==> src/rtl/soc_pkg.sv <==
// soc_pkg: shared widths and FSM state type for the flash read path.
package soc_pkg;
  localparam int FLASH_ADDR_W = 24;
  localparam int WORD_W = 32;
  typedef enum logic [2:0] {IDLE, LOOKUP, ISSUE, WAIT_DONE, RESPOND} fa_state_t;
endpackage

==> src/rtl/flash_arbiter_if.sv <==
// flash_arbiter_if: requester-side and flash-engine-side signal bundles.
interface flash_req_if import soc_pkg::*; #(parameter int ADDR_W = FLASH_ADDR_W);
  logic [1:0] req_valid;
  logic [ADDR_W-1:0] req_addr0;
  logic [ADDR_W-1:0] req_addr1;
  logic [1:0] req_ready;
  logic [WORD_W-1:0] req_rdata;
  modport master (output req_valid, req_addr0, req_addr1, input req_ready, req_rdata);
  modport slave (input req_valid, req_addr0, req_addr1, output req_ready, req_rdata);
endinterface

interface flash_sfr_if import soc_pkg::*; #(parameter int ADDR_W = FLASH_ADDR_W);
  logic sfr_start;
  logic [ADDR_W-1:0] sfr_address;
  logic [ADDR_W-1:0] sfr_word_count;
  logic sfr_strobe;
  logic sfr_done;
  logic [WORD_W-1:0] sfr_data;
  modport master (output sfr_start, sfr_address, sfr_word_count, input sfr_strobe, sfr_done, sfr_data);
  modport slave (input sfr_start, sfr_address, sfr_word_count, output sfr_strobe, sfr_done, sfr_data);
endinterface

==> src/rtl/rr_arbiter2.sv <==
// rr_arbiter2: two-way round-robin grant; the pointer names the requester
// favoured on the next contention and always moves to the loser.
module rr_arbiter2 (
  input  logic       clk,
  input  logic       n_reset,
  input  logic [1:0] i_req,
  input  logic       i_advance,
  output logic       o_gnt
);
  logic r_ptr;
  assign o_gnt = &i_req ? r_ptr : i_req[1];
  always_ff @(posedge clk or negedge n_reset)
    if (!n_reset) r_ptr <= 1'b0;
    else if (i_advance) r_ptr <= ~o_gnt;
endmodule

==> src/rtl/flash_arbiter.sv <==
// flash_arbiter: arbitrates two word-read requesters onto a single flash read
// engine, with a one-entry cache holding the last word fetched.
module flash_arbiter import soc_pkg::*; #(
  parameter bit CACHE_EN = 1'b1,
  parameter int ADDR_W   = FLASH_ADDR_W
) (
  input logic         clk,
  input logic         n_reset,
  input logic         cache_inval,
  flash_req_if.slave  req,
  flash_sfr_if.master sfr
);
  fa_state_t r_state;
  logic r_gnt, r_start, r_cv;
  logic [1:0] r_ready;
  logic [ADDR_W-1:0] r_addr, r_sfr_addr, r_tag;
  logic [WORD_W-1:0] r_word, r_cdata, r_rdata;
  logic w_gnt, w_take, w_hit;
  logic [ADDR_W-1:0] w_req_addr;

  assign w_take     = (r_state == IDLE) && |req.req_valid;
  assign w_req_addr = w_gnt ? req.req_addr1 : req.req_addr0;
  assign w_hit      = CACHE_EN && r_cv && (r_tag == r_addr);

  rr_arbiter2 u_rr (.clk, .n_reset, .i_req(req.req_valid), .i_advance(w_take), .o_gnt(w_gnt));

  // ready/rdata are registered so they are exactly one cycle wide and zero elsewhere
  always_ff @(posedge clk or negedge n_reset)
    if (!n_reset) begin
      r_state    <= IDLE;
      r_gnt      <= 1'b0;
      r_addr     <= '0;
      r_sfr_addr <= '0;
      r_start    <= 1'b0;
      r_word     <= '0;
      r_ready    <= '0;
      r_rdata    <= '0;
    end else begin
      r_ready <= '0;
      r_rdata <= '0;
      case (r_state)
        IDLE: if (w_take) begin
          r_gnt   <= w_gnt;
          r_addr  <= w_req_addr & ~ADDR_W'(3);
          r_state <= LOOKUP;
        end
        LOOKUP: if (w_hit) begin
          r_ready[r_gnt] <= 1'b1;
          r_rdata        <= r_cdata;
          r_state        <= RESPOND;
        end else begin
          r_start    <= 1'b1;
          r_sfr_addr <= r_addr;
          r_state    <= ISSUE;
        end
        ISSUE: if (sfr.sfr_strobe) begin
          r_word  <= sfr.sfr_data;
          r_start <= 1'b0;
          r_state <= WAIT_DONE;
        end
        WAIT_DONE: if (sfr.sfr_done) begin
          r_ready[r_gnt] <= 1'b1;
          r_rdata        <= r_word;
          r_state        <= RESPOND;
        end
        RESPOND: r_state <= IDLE;
        default: r_state <= IDLE;
      endcase
    end

  // invalidate takes priority over a fill landing on the same edge
  always_ff @(posedge clk or negedge n_reset)
    if (!n_reset) begin
      r_cv    <= 1'b0;
      r_tag   <= '0;
      r_cdata <= '0;
    end else if (cache_inval) r_cv <= 1'b0;
    else if (CACHE_EN && r_state == ISSUE && sfr.sfr_strobe) begin
      r_cv    <= 1'b1;
      r_tag   <= r_addr;
      r_cdata <= sfr.sfr_data;
    end

  assign req.req_ready      = r_ready;
  assign req.req_rdata      = r_rdata;
  assign sfr.sfr_start      = r_start;
  assign sfr.sfr_address    = r_sfr_addr;
  assign sfr.sfr_word_count = ADDR_W'(1);
endmodule

==> src/flat_wrapper.sv <==
// flat-port wrapper written by rule: the top's interface ports become plain ports
module flash_arbiter_flat import soc_pkg::*;
#(
  parameter bit CACHE_EN = 1'b1,
  parameter int ADDR_W   = FLASH_ADDR_W
)
  (clk, n_reset, cache_inval, req_req_valid, req_req_addr0, req_req_addr1, req_req_ready, req_req_rdata, sfr_sfr_start, sfr_sfr_address, sfr_sfr_word_count, sfr_sfr_strobe, sfr_sfr_done, sfr_sfr_data);
  flash_req_if #(.ADDR_W(ADDR_W)) req_i ();
  flash_sfr_if #(.ADDR_W(ADDR_W)) sfr_i ();
  input logic clk;
  input logic n_reset;
  input logic cache_inval;
  input wire logic [$bits(req_i.req_valid)-1:0] req_req_valid;
  input wire logic [$bits(req_i.req_addr0)-1:0] req_req_addr0;
  input wire logic [$bits(req_i.req_addr1)-1:0] req_req_addr1;
  output wire logic [$bits(req_i.req_ready)-1:0] req_req_ready;
  output wire logic [$bits(req_i.req_rdata)-1:0] req_req_rdata;
  output wire logic [$bits(sfr_i.sfr_start)-1:0] sfr_sfr_start;
  output wire logic [$bits(sfr_i.sfr_address)-1:0] sfr_sfr_address;
  output wire logic [$bits(sfr_i.sfr_word_count)-1:0] sfr_sfr_word_count;
  input wire logic [$bits(sfr_i.sfr_strobe)-1:0] sfr_sfr_strobe;
  input wire logic [$bits(sfr_i.sfr_done)-1:0] sfr_sfr_done;
  input wire logic [$bits(sfr_i.sfr_data)-1:0] sfr_sfr_data;
  assign req_i.req_valid = req_req_valid;
  assign req_i.req_addr0 = req_req_addr0;
  assign req_i.req_addr1 = req_req_addr1;
  assign req_req_ready = req_i.req_ready;
  assign req_req_rdata = req_i.req_rdata;
  assign sfr_sfr_start = sfr_i.sfr_start;
  assign sfr_sfr_address = sfr_i.sfr_address;
  assign sfr_sfr_word_count = sfr_i.sfr_word_count;
  assign sfr_i.sfr_strobe = sfr_sfr_strobe;
  assign sfr_i.sfr_done = sfr_sfr_done;
  assign sfr_i.sfr_data = sfr_sfr_data;
  flash_arbiter #(.CACHE_EN(CACHE_EN), .ADDR_W(ADDR_W)) u_core (.clk(clk), .n_reset(n_reset), .cache_inval(cache_inval), .req(req_i), .sfr(sfr_i));
endmodule
==> config.mk <==
export PLATFORM = sky130hd
export DESIGN_NAME = flash_arbiter_flat
export DESIGN_NICKNAME = d
export VERILOG_FILES = /design/src/rtl/soc_pkg.sv /design/src/rtl/flash_arbiter_if.sv /design/src/rtl/rr_arbiter2.sv /design/src/rtl/flash_arbiter.sv /design/src/flat_wrapper.sv
export SDC_FILE = /design/constraint.sdc
export NUM_CORES = 1
export LEC_CHECK = 0
export ABC_AREA = 1
export ABC_CLOCK_PERIOD_IN_PS = 2200
export BUFFER_PORTS_ARGS = -buffer_cell sky130_fd_sc_hd__buf_2
export CAP_MARGIN = 20
export CORE_MARGIN = 2
export CORE_UTILIZATION = 54
export DETAILED_ROUTE_END_ITERATION = 8
export PLACE_DENSITY = 0.8
export SYNTH_ARGS = -nofsm -noshare
export SYNTH_HDL_FRONTEND = slang
export SYNTH_SLANG_ARGS = --single-unit
==> constraint.sdc <==
create_clock -name clk -period 2.2 [get_ports clk]
set_input_delay 0 -clock clk [delete_from_list [all_inputs] [get_ports clk]]
set_output_delay 0 -clock clk [all_outputs]
set_load 0.1 [all_outputs]
## After elaboration in Yosys (flattened, before gate mapping)

Cells that the tools add are included.

- Output and inout bits: 83
- Word-level logic and storage cells: 60
- Flip-flop bits (word level): 171

- Order comparisons: 2
- Multiplexer cells: 20
- Reductions and logical operators: 15
- Bitwise gates (word level): 3
- Equality and inequality tests: 8

Operator list:

| operator | count |
|---|---|
| 2-to-1 mux 32 bit | 2 |
| one-hot mux 32 bit (2 select lines) | 1 |
| 2-to-1 mux 24 bit | 1 |
| == test 22 bit | 1 |
| 2-to-1 mux 3 bit | 4 |
| one-hot mux 3 bit (4 select lines) | 1 |
| AND reduction 2 bit | 5 |
| inequality test 2 bit (second input constant) | 4 |
| == test 3 x 2 -> 1 bit (second input constant) | 2 |
| 2-to-1 mux 1 bit | 6 |
| AND reduction 3 bit | 2 |
| logical AND 1 bit | 4 |
| 2-to-1 mux 2 bit | 2 |
| one-hot mux 2 bit (2 select lines) | 1 |
| nonzero test 2 bit | 2 |
| == test 3 x 1 -> 1 bit (second input constant) | 1 |
| zero test 3 bit | 1 |
| NOT 1 bit | 3 |
| < comparator 1 x 2 -> 1 bit (second input constant) | 1 |
| one-hot mux 1 bit (2 select lines) | 1 |
| OR reduction 2 bit | 1 |
| demux 1 bit (select 1 bit) | 1 |
| greater-or-equal comparator 1 bit (second input constant) | 1 |

## Longest topological paths before layout

- Depth in word-level cells: 6
- Depth in mapped cells: 12

## Cells and area by module

Synthesis repeated with hierarchy kept, for this count alone.

- Cell total of the unflattened synthesis: 910
- Area, all modules: 7498.4 sq um

Modules (own cells, without submodules):

| module | cells an instance | sequential area each (sq um) | times used | area an instance (sq um) |
|---|---|---|---|---|
| flash_arbiter | 902 | 4254.1 | 1 | 7444.6 |
| rr_arbiter2 | 8 | 25.0 | 1 | 53.8 |

## Least setup slack after synthesis

OpenSTA, ideal clock, no wires.

- Kind: register -> register
- Start point: register u_core.r_state[2]
- End point: register u_core.r_cdata[25]
- Clock period less this slack: 1626 ps
- Library setup time: 121 ps
- Slack: 574 ps
- Data arrival time: 1506 ps
- Path buffers: 3
- Cell stages (with the launch flop): 13
- Path through: dfrtp_1 > nor2_2 > inv_2 > nor2_2 > inv_2 > nor2_2 > inv_2 > or2_1 > buf_6 > buf_6 > buf_6 > nand2_1 > o21ai_1

- Longest elaborated chain between the ends: 3

RTL lines:

| item | RTL line | RTL |
|---|---|---|
| start: declaration | flash_arbiter.sv:13 | `fa_state_t r_state;` |
| start signal: assignment | flash_arbiter.sv:30 | `r_state <= IDLE;` |
| start signal: assignment | flash_arbiter.sv:45 | `r_state <= LOOKUP;` |
| start signal: assignment | flash_arbiter.sv:50 | `r_state <= RESPOND;` |
| == test 3 x 2 -> 1 bit | flash_arbiter.sv:78 | `else if (CACHE_EN && r_state == ISSUE && sfr.sfr_strobe) begin` |
| logical AND 1 bit | flash_arbiter.sv:78 |  |
| AND reduction 2 bit (no source line) | - |  |
| end signal: assignment | flash_arbiter.sv:81 | `r_cdata <= sfr.sfr_data;` |
| end: declaration | flash_arbiter.sv:17 | `logic [WORD_W-1:0] r_word, r_cdata, r_rdata;` |

No other way between the ends.
A chain may end at the register's enable or synchronous reset.

## Worst setup path in the final report

- Start point: register u_core.r_state[2]
- End point: register u_core.r_addr[4]

- Longest elaborated chain between the ends: 3

RTL lines:

| item | RTL line | RTL |
|---|---|---|
| zero test 3 bit (*) | flash_arbiter.sv:21, flash_arbiter.sv:41 |  |
| logical AND 1 bit | flash_arbiter.sv:21 | `assign w_take = (r_state == IDLE) && \|req.req_valid;` |
| AND reduction 2 bit (no source line) (*) | - |  |
| end signal: assignment | flash_arbiter.sv:44 | `r_addr <= w_req_addr & ~ADDR_W'(3);` |
| end: declaration | flash_arbiter.sv:16 | `logic [ADDR_W-1:0] r_addr, r_sfr_addr, r_tag;` |

Mark *: on every way between the ends. The rest lies on a longest branch, timed or not.

==> reports/metrics.csv <==
metric,value,unit
syn_area_per_cell,8.748,sq um
die_h,120.0,um
ys.warnings.count,0,
grt_remaining_overflow,0,
dpl.hpwl,10480,um
grt_pass1_vias,6053,
num-fill-cells,912,
globalplace.congestion,0.8567,
clock_latency,420,ps
cp_cell_sequence,"nor2_2, nand2_1, nor2_4, buf_6, nand3_1, o221ai_1, dlygate4sd3_1",
die_x,120.0,um
diodes,0,
cts_buffers,17,
slew-limit-headroom,51.50,%
wirelength,17950,um
synthArstFlopShare,100.0,%
synth_ff_type,dfrtp_1,
finalSetupTns,0,ps
ys_seq_elements,171,
seq_area,4279,sq um
cp_slowest_stage_delay,610,ps
synth_cells,831,
worst_pin_slew,727.5,ps
drt_iter0_markers,610,
synth_cell_types,23,
grt_max_degree,77,
flow.area_growth_from_synthesis,30.65,%
viasPerCell,5.107,
initial_utilization,55.11,%
crit_required,2550,ps
r2r_cells,7,
critPathArrivalTime,2390,ps
fin_util,72.01,%
cts_htree_levels,4,
synthesis.area,7269,sq um
cp-end-kind,flip-flop,
worstHoldPathType,in -> async,
layout_min_cycle_time,2045,ps
finClkSkew,6.845,ps
max_freq,489.0,MHz
power.leakage,0.005120,uW
path_clk_slew,60,ps
num_vias,6276,
drc,0,
multi_input_area,2195,sq um
crit_path_max_fanout,47,
drtAntennaViolNets,0,
gr-usage-all-layers,26.07,%
post-cts-setup-buffers,0,
slowest_stage,dlygate4sd3_1,
drive_gt1_share,18.23,%
grt_pass1_wl,29250,um
finalSetupViolations,0,
cts_tree,built,
period_share,92.95,%
io_buffers,139,
vdd_drop_max,903.5,uV
antenna_found_initial,0,
ctsRootBufferMaster,clkbuf_16,
clockBufferDepth,2,
yosysSeqAreaShare,58.86,%
num_io_pins,170,
synth_edf_count,0,
dieArea,14410,sq um
dr.pass1.iters,5,
crit_type,reg -> reg,
routedWlPerCell,14.61,um
cp-start-kind,flip-flop,
core-area,13190,sq um
drv_cap,0,
hold_viol_final,0,
nNetsFinal,1130,
drv_slew,0,
status,completed,
rows,42,
rsz0062_at_grt,false,
numClockSinks,171,
powerDensity,1522,nW/um^2
report_power, final:
part           switching [uW]  internal (uW)
clock network            1140           1940
registers                 810           4410
logic                    4400           1750
total                    6350           8100
worst max-delay path, delay by kind of cell, from the launching register on:
family / cells / cell delay [ps]
buffers and inverters: 2 / 910
and+or+nand+nor: 4 / 530
AOI/OAI and AO/OA: 1 / 90
DFF: 1 / 410
worst paths after layout:
check / end / slack (ps) / from
setup / recovery: u_core.r_addr[4] / 160 / u_core.r_state[2]
hold / removal: u_core.req.req_rdata[15] / 150 / n_reset
setup reg to reg: u_core.r_addr[4] / 160 / u_core.r_state[2]
hold reg to reg: u_core.req.req_ready[0] / 410 / u_core.r_gnt
max in group asynchronous: u_core.r_tag[6] / 1290 / n_reset
min in group clk: u_core.r_cv / 320 / cache_inval
state kept, by name (all words and copies together) (netlist names):
register                cells
u_core.r_addr              22
u_core.r_cdata             32
u_core.r_cv                 1
u_core.r_gnt                1
u_core.r_state              3
u_core.r_tag               22
u_core.r_word              32
u_core.req.req_rdata       32
u_core.req.req_ready        2
u_core.sfr.sfr_address     22
u_core.sfr.sfr_start        1
u_core.u_rr.r_ptr           1
kinds of logic (layout without fill, tap and decap cells):
logic type | Yosys count | in the layout | synth area share, %
compound gates | 151 | 151 | 11.79
flops | 171 | 171 | 58.86
xor+xnor | 1 | 1 | 0.1205
buf+inv | 203 | 401 | 12.43
other cells | 2 | 26 | 0.1033
simple gates | 303 | 303 | 16.70
cells in the final DEF, fill, tap and decap left out, types with 3 or more instances in the layout:
cell / count
nand3_1: 47
clkbuf_16: 17
buf_12: 4
inv_2: 3
o221ai_1: 22
a21oi_1: 3
dfrtp_1: 171
nand2_1: 231
conb_1: 26
buf_4: 8
nor2_2: 3
clkbuf_1: 3
buf_2: 138
dlygate4sd3_1: 83
o21ai_0: 71
bufinv_16: 4
nor2_1: 15
inv_1: 134
o21ai_1: 50
o21ai_2: 4
synth_stat cells, drive strengths merged, types with 2 or more instances:
cell type	instances	area, sq um
inv	137	514.2
o21ai	125	640.6
nand3	47	235.2
clkbuf	23	86.33
buf	43	302.8
o221ai	22	192.7
conb	2	7.510
nor3	2	10.01
nand2	232	870.8
nand4	2	12.51
nor2	19	78.83
a21oi	3	15.01
dfrtp	171	4279
routing by layer:
layer / wire length (um) / global-route usage (%) / share of wire (%) / vias to the layer above
li1: - / - / - / 2961
met1: 7090 / 33.01 / 39 / 2984
met2: 9055 / 43.47 / 50 / 273
met3: 1222 / 5.181 / 6.8 / 58
met4: 583 / 11.76 / 3.2 / 0
met5: 0 / 0 / 0 / -
repair_timing:
action,4_1_cts,5_1_grt
resized for setup,0,2
hold endpoints to repair,167,0
endpoints found under the setup margin,0,13
hold buffers,83,0
final cells by class:
type	instances	share of cell area [%]
Clock buffer	22	4.887
Clock inverter	7	1.489
Inverter	137	5.414
Multi-Input combinational cell	481	23.11
Sequential cell	171	45.05
Tap cell	176	2.319
Timing Repair Buffer	235	17.73
through the flow:
step	worst slack, ps	hold slack [ps]	instances	cell area (sq um)	total power, uW
2_1_floorplan	573.7	-295.6	855	7360	9535
3_3_place_gp	510.4	78.66	1117	8055	10570
3_5_place_dp	483.7	76.88	1117	8055	10760
4_1_cts	144.5	194.3	1229	9492	14340
5_1_grt	47.11	243.9	1229	9498	15280
6_report	155.1	149.9	1229	9498	14450
No activity file was read; power rests on OpenSTA's default activity.
